### src/rtl/ebr_uart_dumper.sv
// Streams a window of EBR words out of the UART as SYNC0 SYNC1 CNT_H CNT_L {W_H W_L}*n CHKSUM.
// Paced by iTx_Done: one byte in flight, at least one idle cycle between bytes, (1+RD_LAT)+1 cycles per word read.
module ebr_uart_dumper #(
  parameter int         ADDR_W = 10,
  parameter int         RD_LAT = 1,
  parameter logic [7:0] SYNC0  = 8'hA5,
  parameter logic [7:0] SYNC1  = 8'h5A
) (
  input  logic              iClk,
  input  logic              iRst_N,
  input  logic              iStart,
  input  logic [ADDR_W-1:0] iBase_Addr,
  input  logic [10:0]       iWord_Cnt,
  output logic              oBusy,
  output logic              oDone,
  output logic              oEBR_Rd_En,
  output logic [ADDR_W-1:0] oEBR_Rd_Addr,
  input  logic [15:0]       iEBR_Rd_Data,
  output logic              oTx_En,
  output logic [7:0]        oTx_Data,
  input  logic              iTx_Done
);

  typedef enum logic [3:0] {
    S_IDLE, S_HDR0, S_HDR1, S_CNTH, S_CNTL, S_RD, S_RDW, S_TXH, S_TXL, S_SUM, S_FIN
  } state_t;

  state_t              state_q, state_d;
  logic [ADDR_W-1:0]   base_q, base_d;
  logic [10:0]         cnt_q, cnt_d;
  logic [10:0]         idx_q, idx_d;
  logic [7:0]          sum_q, sum_d;
  logic [15:0]         word_q, word_d;
  logic [1:0]          wait_q, wait_d;
  logic                busy_q, busy_d;
  logic                done_q, done_d;
  logic                rd_en_q, rd_en_d;
  logic [ADDR_W-1:0]   rd_addr_q, rd_addr_d;
  logic                tx_en_q, tx_en_d;
  logic [7:0]          tx_data_q, tx_data_d;
  logic                is_tx;
  logic [7:0]          tx_byte;

  always_comb begin
    state_d   = state_q;
    base_d    = base_q;
    cnt_d     = cnt_q;
    idx_d     = idx_q;
    sum_d     = sum_q;
    word_d    = word_q;
    wait_d    = wait_q;
    busy_d    = busy_q;
    done_d    = 1'b0;
    rd_en_d   = rd_en_q;
    rd_addr_d = rd_addr_q;
    tx_en_d   = tx_en_q;
    tx_data_d = tx_data_q;
    is_tx     = 1'b0;
    tx_byte   = 8'h00;

    case (state_q)
      S_IDLE: begin
        if (iStart) begin
          base_d  = iBase_Addr;
          cnt_d   = iWord_Cnt;
          idx_d   = 11'd0;
          sum_d   = 8'h00;
          busy_d  = 1'b1;
          state_d = S_HDR0;
        end
      end
      S_HDR0: begin is_tx = 1'b1; tx_byte = SYNC0; end
      S_HDR1: begin is_tx = 1'b1; tx_byte = SYNC1; end
      S_CNTH: begin is_tx = 1'b1; tx_byte = {5'b0, cnt_q[10:8]}; end
      S_CNTL: begin is_tx = 1'b1; tx_byte = cnt_q[7:0]; end
      S_TXH:  begin is_tx = 1'b1; tx_byte = word_q[15:8]; end
      S_TXL:  begin is_tx = 1'b1; tx_byte = word_q[7:0]; end
      S_SUM:  begin is_tx = 1'b1; tx_byte = sum_q; end
      S_RD: begin
        rd_en_d   = 1'b1;
        rd_addr_d = base_q + ADDR_W'(idx_q);
        wait_d    = 2'd0;
        state_d   = S_RDW;
      end
      // The address only reaches the EBR one edge after RD, so data is taken RD_LAT edges later still.
      S_RDW: begin
        if (wait_q == 2'(RD_LAT)) begin
          word_d  = iEBR_Rd_Data;
          rd_en_d = 1'b0;
          state_d = S_TXH;
        end else begin
          wait_d = wait_q + 2'd1;
        end
      end
      S_FIN:   state_d = S_IDLE;
      default: state_d = S_IDLE;
    endcase

    if (is_tx) begin
      if (!tx_en_q) begin
        tx_en_d   = 1'b1;
        tx_data_d = tx_byte;
      end else if (iTx_Done) begin
        tx_en_d = 1'b0;
        case (state_q)
          S_HDR0: state_d = S_HDR1;
          S_HDR1: state_d = S_CNTH;
          S_CNTH: state_d = S_CNTL;
          S_CNTL: state_d = (cnt_q == 11'd0) ? S_SUM : S_RD;
          S_TXH: begin
            sum_d   = sum_q + tx_byte;
            state_d = S_TXL;
          end
          S_TXL: begin
            sum_d   = sum_q + tx_byte;
            idx_d   = idx_q + 11'd1;
            state_d = ((idx_q + 11'd1) == cnt_q) ? S_SUM : S_RD;
          end
          S_SUM: begin
            done_d  = 1'b1;
            busy_d  = 1'b0;
            state_d = S_FIN;
          end
          default: state_d = state_q;
        endcase
      end
    end
  end

  always_ff @(posedge iClk or negedge iRst_N) begin
    if (!iRst_N) begin
      state_q   <= S_IDLE;
      base_q    <= '0;
      cnt_q     <= '0;
      idx_q     <= '0;
      sum_q     <= '0;
      word_q    <= '0;
      wait_q    <= '0;
      busy_q    <= 1'b0;
      done_q    <= 1'b0;
      rd_en_q   <= 1'b0;
      rd_addr_q <= '0;
      tx_en_q   <= 1'b0;
      tx_data_q <= '0;
    end else begin
      state_q   <= state_d;
      base_q    <= base_d;
      cnt_q     <= cnt_d;
      idx_q     <= idx_d;
      sum_q     <= sum_d;
      word_q    <= word_d;
      wait_q    <= wait_d;
      busy_q    <= busy_d;
      done_q    <= done_d;
      rd_en_q   <= rd_en_d;
      rd_addr_q <= rd_addr_d;
      tx_en_q   <= tx_en_d;
      tx_data_q <= tx_data_d;
    end
  end

  assign oBusy        = busy_q;
  assign oDone        = done_q;
  assign oEBR_Rd_En   = rd_en_q;
  assign oEBR_Rd_Addr = rd_addr_q;
  assign oTx_En       = tx_en_q;
  assign oTx_Data     = tx_data_q;

endmodule
### config.mk
export PLATFORM = sky130hd
export DESIGN_NAME = ebr_uart_dumper
export DESIGN_NICKNAME = d
export VERILOG_FILES = /design/src/rtl/ebr_uart_dumper.sv
export SDC_FILE = /design/constraint.sdc
export NUM_CORES = 1
export LEC_CHECK = 0
export BUFFER_PORTS_ARGS = -buffer_cell sky130_fd_sc_hd__buf_2
export CORE_MARGIN = 4
export CORE_UTILIZATION = 44
export CTS_CLUSTER_SIZE = 20
export DETAILED_ROUTE_END_ITERATION = 10
export SLEW_MARGIN = 20
export SYNTH_ARGS = -nofsm -noshare
export SYNTH_HDL_FRONTEND = slang
export SYNTH_SLANG_ARGS = --single-unit
### constraint.sdc
create_clock -name iClk -period 8.29 [get_ports iClk]
set_input_delay 0.829 -clock iClk [delete_from_list [all_inputs] [get_ports iClk]]
set_output_delay 0.829 -clock iClk [all_outputs]
set_load 0.01 [all_outputs]
### After elaboration in Yosys (flattened, before gate mapping)

Index checks and enable logic that the tools add are counted.

| word-level totals | value |
|---|---|
| bits in registers | 84 |
| input bits | 41 |
| logic and storage cells | 81 |

| cells by class | value |
|---|---|
| add/sub/neg operators | 4 |
| eq/ne operators | 14 |
| mux-type cells | 39 |
| bitwise operators | 1 |
| reduce and logical (&&, ||, !) cells | 10 |

Operator list:

| cell | number |
|---|---|
| $mux 11 | 6 |
| $pmux 8 s7 | 1 |
| $mux 8 | 6 |
| $mux 4 | 7 |
| $pmux 4 s7 | 1 |
| $eq 4x3->1 const B | 4 |
| $pmux 4 s4 | 1 |
| $mux 1 | 14 |
| $add 11x1->11 const B | 1 |
| $eq 11x11->1 | 1 |
| $logic_not 11->1 | 1 |
| $add 10x10->10 | 1 |
| $ne 10x3->1 const B | 1 |
| $reduce_and 2->1 | 5 |
| $add 8x8->8 | 1 |
| $eq 4x2->1 const B | 2 |
| $eq 4x4->1 const B | 2 |
| $reduce_or 7->1 | 1 |
| $eq 4x1->1 const B | 1 |
| $logic_not 4->1 | 1 |
| $ne 2x2->1 const B | 2 |
| $pmux 2 s2 | 1 |
| $add 2x1->2 const B | 1 |
| $eq 2x1->1 const B | 1 |
| 5 further kinds | 5 |

### Depth between registers and ports, before layout

| depth | value |
|---|---|
| depth after elaboration | 7 |
| depth in mapped cells | 15 |
| mapped depth without buffers | 14 |

### Worst setup path after synthesis

Ideal clock, no wire load.

| timing | value |
|---|---|
| kind | register -> register |
| start | register state_q[2] |
| end | register sum_q[6] |
| library setup time | 0.083 ns |
| arrival time | 2.567 ns |
| data required time | 8.207 ns |
| slack | 5.641 ns |
| stages on the path, launching flop included | 15 |
| cell sequence | dfrtp_1 buf_6 or3b_4 buf_6 o221ai_1 ha_1 inv_1 fa_1 nor2b_1 o21ai_0 nand2b_1 a21o_1 a21oi_1 xor2_1 o21ai_0 |

| between the ends | value |
|---|---|
| cells in the longest elaborated chain, start to end | 7 |
| elaborated cells between the ends (all ways) | 18 |

RTL lines:

| what | line | source |
|---|---|---|
| start, declared | 28 | `state_t state_q, state_d;` |
| start signal, assigned | 146 | `state_q <= state_d;` |
| $eq 4x4->1, or another cell as far along | 61 | `case (state_q)` |
| $pmux 8 s7 * | 61 |  |
| via tx_byte[0] | 42 | `logic [7:0] tx_byte;` |
| $add 8x8->8 * | 111, 115 |  |
| $mux 8 * | -- |  |
| $mux 8 * | 103 | `end else if (iTx_Done) begin` |
| $mux 8 * | 100 | `if (!tx_en_q) begin` |
| $mux 8 * | 99 | `if (is_tx) begin` |
| via sum_d[6] | 32 | `logic [7:0] sum_q, sum_d;` |
| end signal, assigned | 150 | `sum_q <= sum_d;` |
| end, declared | 32 |  |

Mark *: on every way through the listed nets, which the timed path passes. The rest lies on a longest branch.
A chain may end at the register's enable or synchronous reset.

### Worst setup path after layout

| timing | value |
|---|---|
| start | register state_q[1] |
| end | register sum_q[6] |

The elaborated chain is that of the path after synthesis.

==> metrics <==
Post-Synth XOR/XNOR Area approximately 5.1%; CTS tree built; Top FF cell, synth dfrtp_1; Pleak 2.701 nW; minimum clock period after layout 3.496 ns; Power Dens Cells between 300 and 400 nW/um^2; main combinational cell family by area after synthesis simple AND/OR/NAND/NOR gates; simple-gate share of the synthesized area roughly 18%; status completed; die height 114.1 um; Layout Cells excl Fill 729; Slew headroom between 40% and 50%; Fin Clk Skew roughly 0.010 ns; Slowest cell on crit path dfrtp_1; largest net degree at the start of global routing 85; Hold-fix buffers, CTS 0; Worst VDD drop around 0.16 mV; Yosys cell types 61; Antenna Nets Post-Route 0; CP required between 8 and 9 ns; routability cong. about 0.89; # nets final roughly 650; Worst Hold Class register to register; nature of the critical path endpoint register; vias per cell 5.602; Final Setup Violations 0; Crit path arrival time about 3.7 ns; Worst Path Buf+Inv 2; CP top delay family flip-flops; slowest cell delay on critical path 0.82 ns; HPWL after DPL 8.688 mm; multiplexer share of the synthesized area 7.302%; Synth area leaders dfrtp_1 42%, nand2_1 7.1%, mux2_2 5.7%; Starting Density a little under half; clk_lat worst skew ~0.35 ns; Post-CTS Setup Inserts 0; htree depth 3; type of origin of the critical path register; Max Slew Vio Count 0; Adder-Cell Fraction of Synth Area roughly 5.4%; CP Class register to register; vias in the first global route about 4000; cell taking the most area after synthesis dfrtp_1; vias after detailed routing between 4000 and 5000; Worst Tran Pin Value slightly below 0.9 ns; Seq/Total Area, Yosys between 40% and 50%; area grow syn2layout 13.26%; First-pass DRT Iterations 5; # DRC 0; total CTS buffers 9; Post-CTS Resized 0; I/O Pins 63; Initial DRC Count 309; die area 13020 sq um; Root Buffer clkbuf_16; Core Area 10940 sq um; Max Fclk between 0.2 and 0.3 GHz; gr ovfl total 0; unrepaired setup endpoints after global routing false; post-synthesis compound-gate area fraction between 15 and 20%; crit-path cells clkinv_1, nor3_1, a22oi_1, o221ai_1, ha_1, inv_1, fa_1, nor2b_1, o21ai_0, nand2b_1, a21o_1, a21oi_1, xor2_1, o21ai_0; first-pass GRT wire length about 21 mm; Post-synth EDFFs 0; area of the mapped netlist 4952 sq um; IO buf count 62; final period utilization a little over two fifths; Clock Sinks 84; number of cell rows 38; cell count after synthesis about 540; Yosys reg bits 84; crit-path max FO 26; syn nets roughly 600; Fin. Hold Viols 0; dpl cells 713; Post-Route WL approximately 12 mm; total of max-cap violations 0; share of layout cells above drive strength 1 roughly a fifth; Max clock buf depth 2; FFs w/ async S/R, synth 100.0%; ant diodes 0; die width around 110 um; GRT Overall Usage approximately 20%; Clk pin slew, worst setup/hold paths about 0.06 ns; flop2flop setup slack between 4 and 5 ns; top cell type's share of synthesized area roughly 42%; setup TNS 0 ns; Worst path most repeated cell o21ai_0; initial antenna violation count 0; Avg Inst Size Synth 9.137 sq um; Yosys warnings 0; drt wl/cell roughly 17 um
sequential cells by signal (all words and copies together) (netlist names), 2 cells and up:
register and flops:
idx_q 11, state_q 4, cnt_q 11, oEBR_Rd_Addr 10, wait_q 2, sum_q 8
base_q 10, word_q 16, oTx_Data 8
area by class of cell:
class | instances | area, sq um
fill | 1050 | 5326
multi-input combinational | 406 | 2625
sequential | 84 | 2102
timing repair buffer | 65 | 339.1
clock buffer | 10 | 239.0
tap | 140 | 175.2
inverter | 18 | 67.56
clock inverter | 6 | 61.31
final timing paths:
check,endpoint,start,cells after the start
max,sum_q[6],state_q[1],14
min in group asynchronous,base_q[1],iRst_N,1
max reg2reg,sum_q[6],state_q[1],14
max in group asynchronous,state_q[0],iRst_N,1
min reg2reg,oEBR_Rd_Addr[5],oEBR_Rd_Addr[5],2
min,oEBR_Rd_Addr[5],oEBR_Rd_Addr[5],2
Yosys cell counts, drive strengths merged (3+ instances only):
| cell | number |
|---|---|
| o32ai | 3 |
| ha | 18 |
| xor2 | 14 |
| nor3 | 11 |
| mux2i | 8 |
| a22oi | 5 |
| nand3 | 17 |
| a21o | 9 |
| o31ai | 7 |
| mux2 | 25 |
| inv | 16 |
| nor4 | 3 |
| and2 | 3 |
| buf | 11 |
| or3b | 3 |
| o22ai | 8 |
| nand2 | 94 |
| a21oi | 26 |
| nand2b | 3 |
| nor3b | 5 |
| o21ai | 55 |
| nand4 | 4 |
| and3 | 7 |
| dfrtp | 84 |
| xnor2 | 15 |
| nor2 | 31 |
| a31oi | 3 |
| clkbuf | 23 |
| nor2b | 4 |
power by group:
part / total [mW] / switching [mW] / internal, mW
combinational: 0.779 / 0.431 / 0.348
clock: 0.406 / 0.166 / 0.241
sequential: 0.751 / 0.188 / 0.563
total: 1.94 / 0.785 / 1.15
through the flow:
| stage | power, mW | setup slack, ns | hold slack [ns] | utilization, % | instance area, sq um |
|---|---|---|---|---|---|
| after floorplan | 1.305 | 5.641 | 0.4523 | - | 4952 |
| after global placement | 1.515 | 4.894 | 0.4620 | 48.48 | 5301 |
| after detailed placement | 1.534 | 4.791 | 0.4708 | 48.48 | 5301 |
| after CTS | 1.954 | 4.776 | 0.4845 | 51.22 | 5602 |
| after global routing | 2.100 | 4.381 | 0.5148 | 51.29 | 5609 |
| final | 1.936 | 4.794 | 0.4827 | 51.29 | 5609 |
routing by layer:
layer	vias to the layer above	routed length (um)	global-route usage, %
li1	1992	-	-
met1	1951	5820	28.32
met2	124	5467	29.90
met3	17	644	3.753
met4	0	244	8.314
met5	-	0	0
worst reg2reg max path, stage by stage, from the launching register on:
cell and delay [ns]:
dfrtp_1 0.82, clkinv_1 0.45, nor3_1 0.33, a22oi_1 0.12
o221ai_1 0.24, ha_1 0.23, inv_1 0.06, fa_1 0.39
nor2b_1 0.13, o21ai_0 0.08, nand2b_1 0.11, a21o_1 0.12
a21oi_1 0.07, xor2_1 0.13, o21ai_0 0.08
placed cells by master (no fill, tap or decap), types with 9 or more instances in the layout:
cell type	instances
xnor2_1	15
clkbuf_16	9
dfrtp_1	84
ha_1	18
a21oi_1	26
nor2_1	29
xor2_1	14
nand3_1	17
nand2_1	94
o21ai_0	52
inv_1	15
a21o_1	9
buf_2	61
mux2_2	25
cells by family after synthesis:
family,Yosys count
simple gates,191
compound gates,133
flops,84
buf+inv,52
mux,33
xor+xnor,29
fa+ha+maj,20
Note: power is estimated with default switching activity, not from simulation.
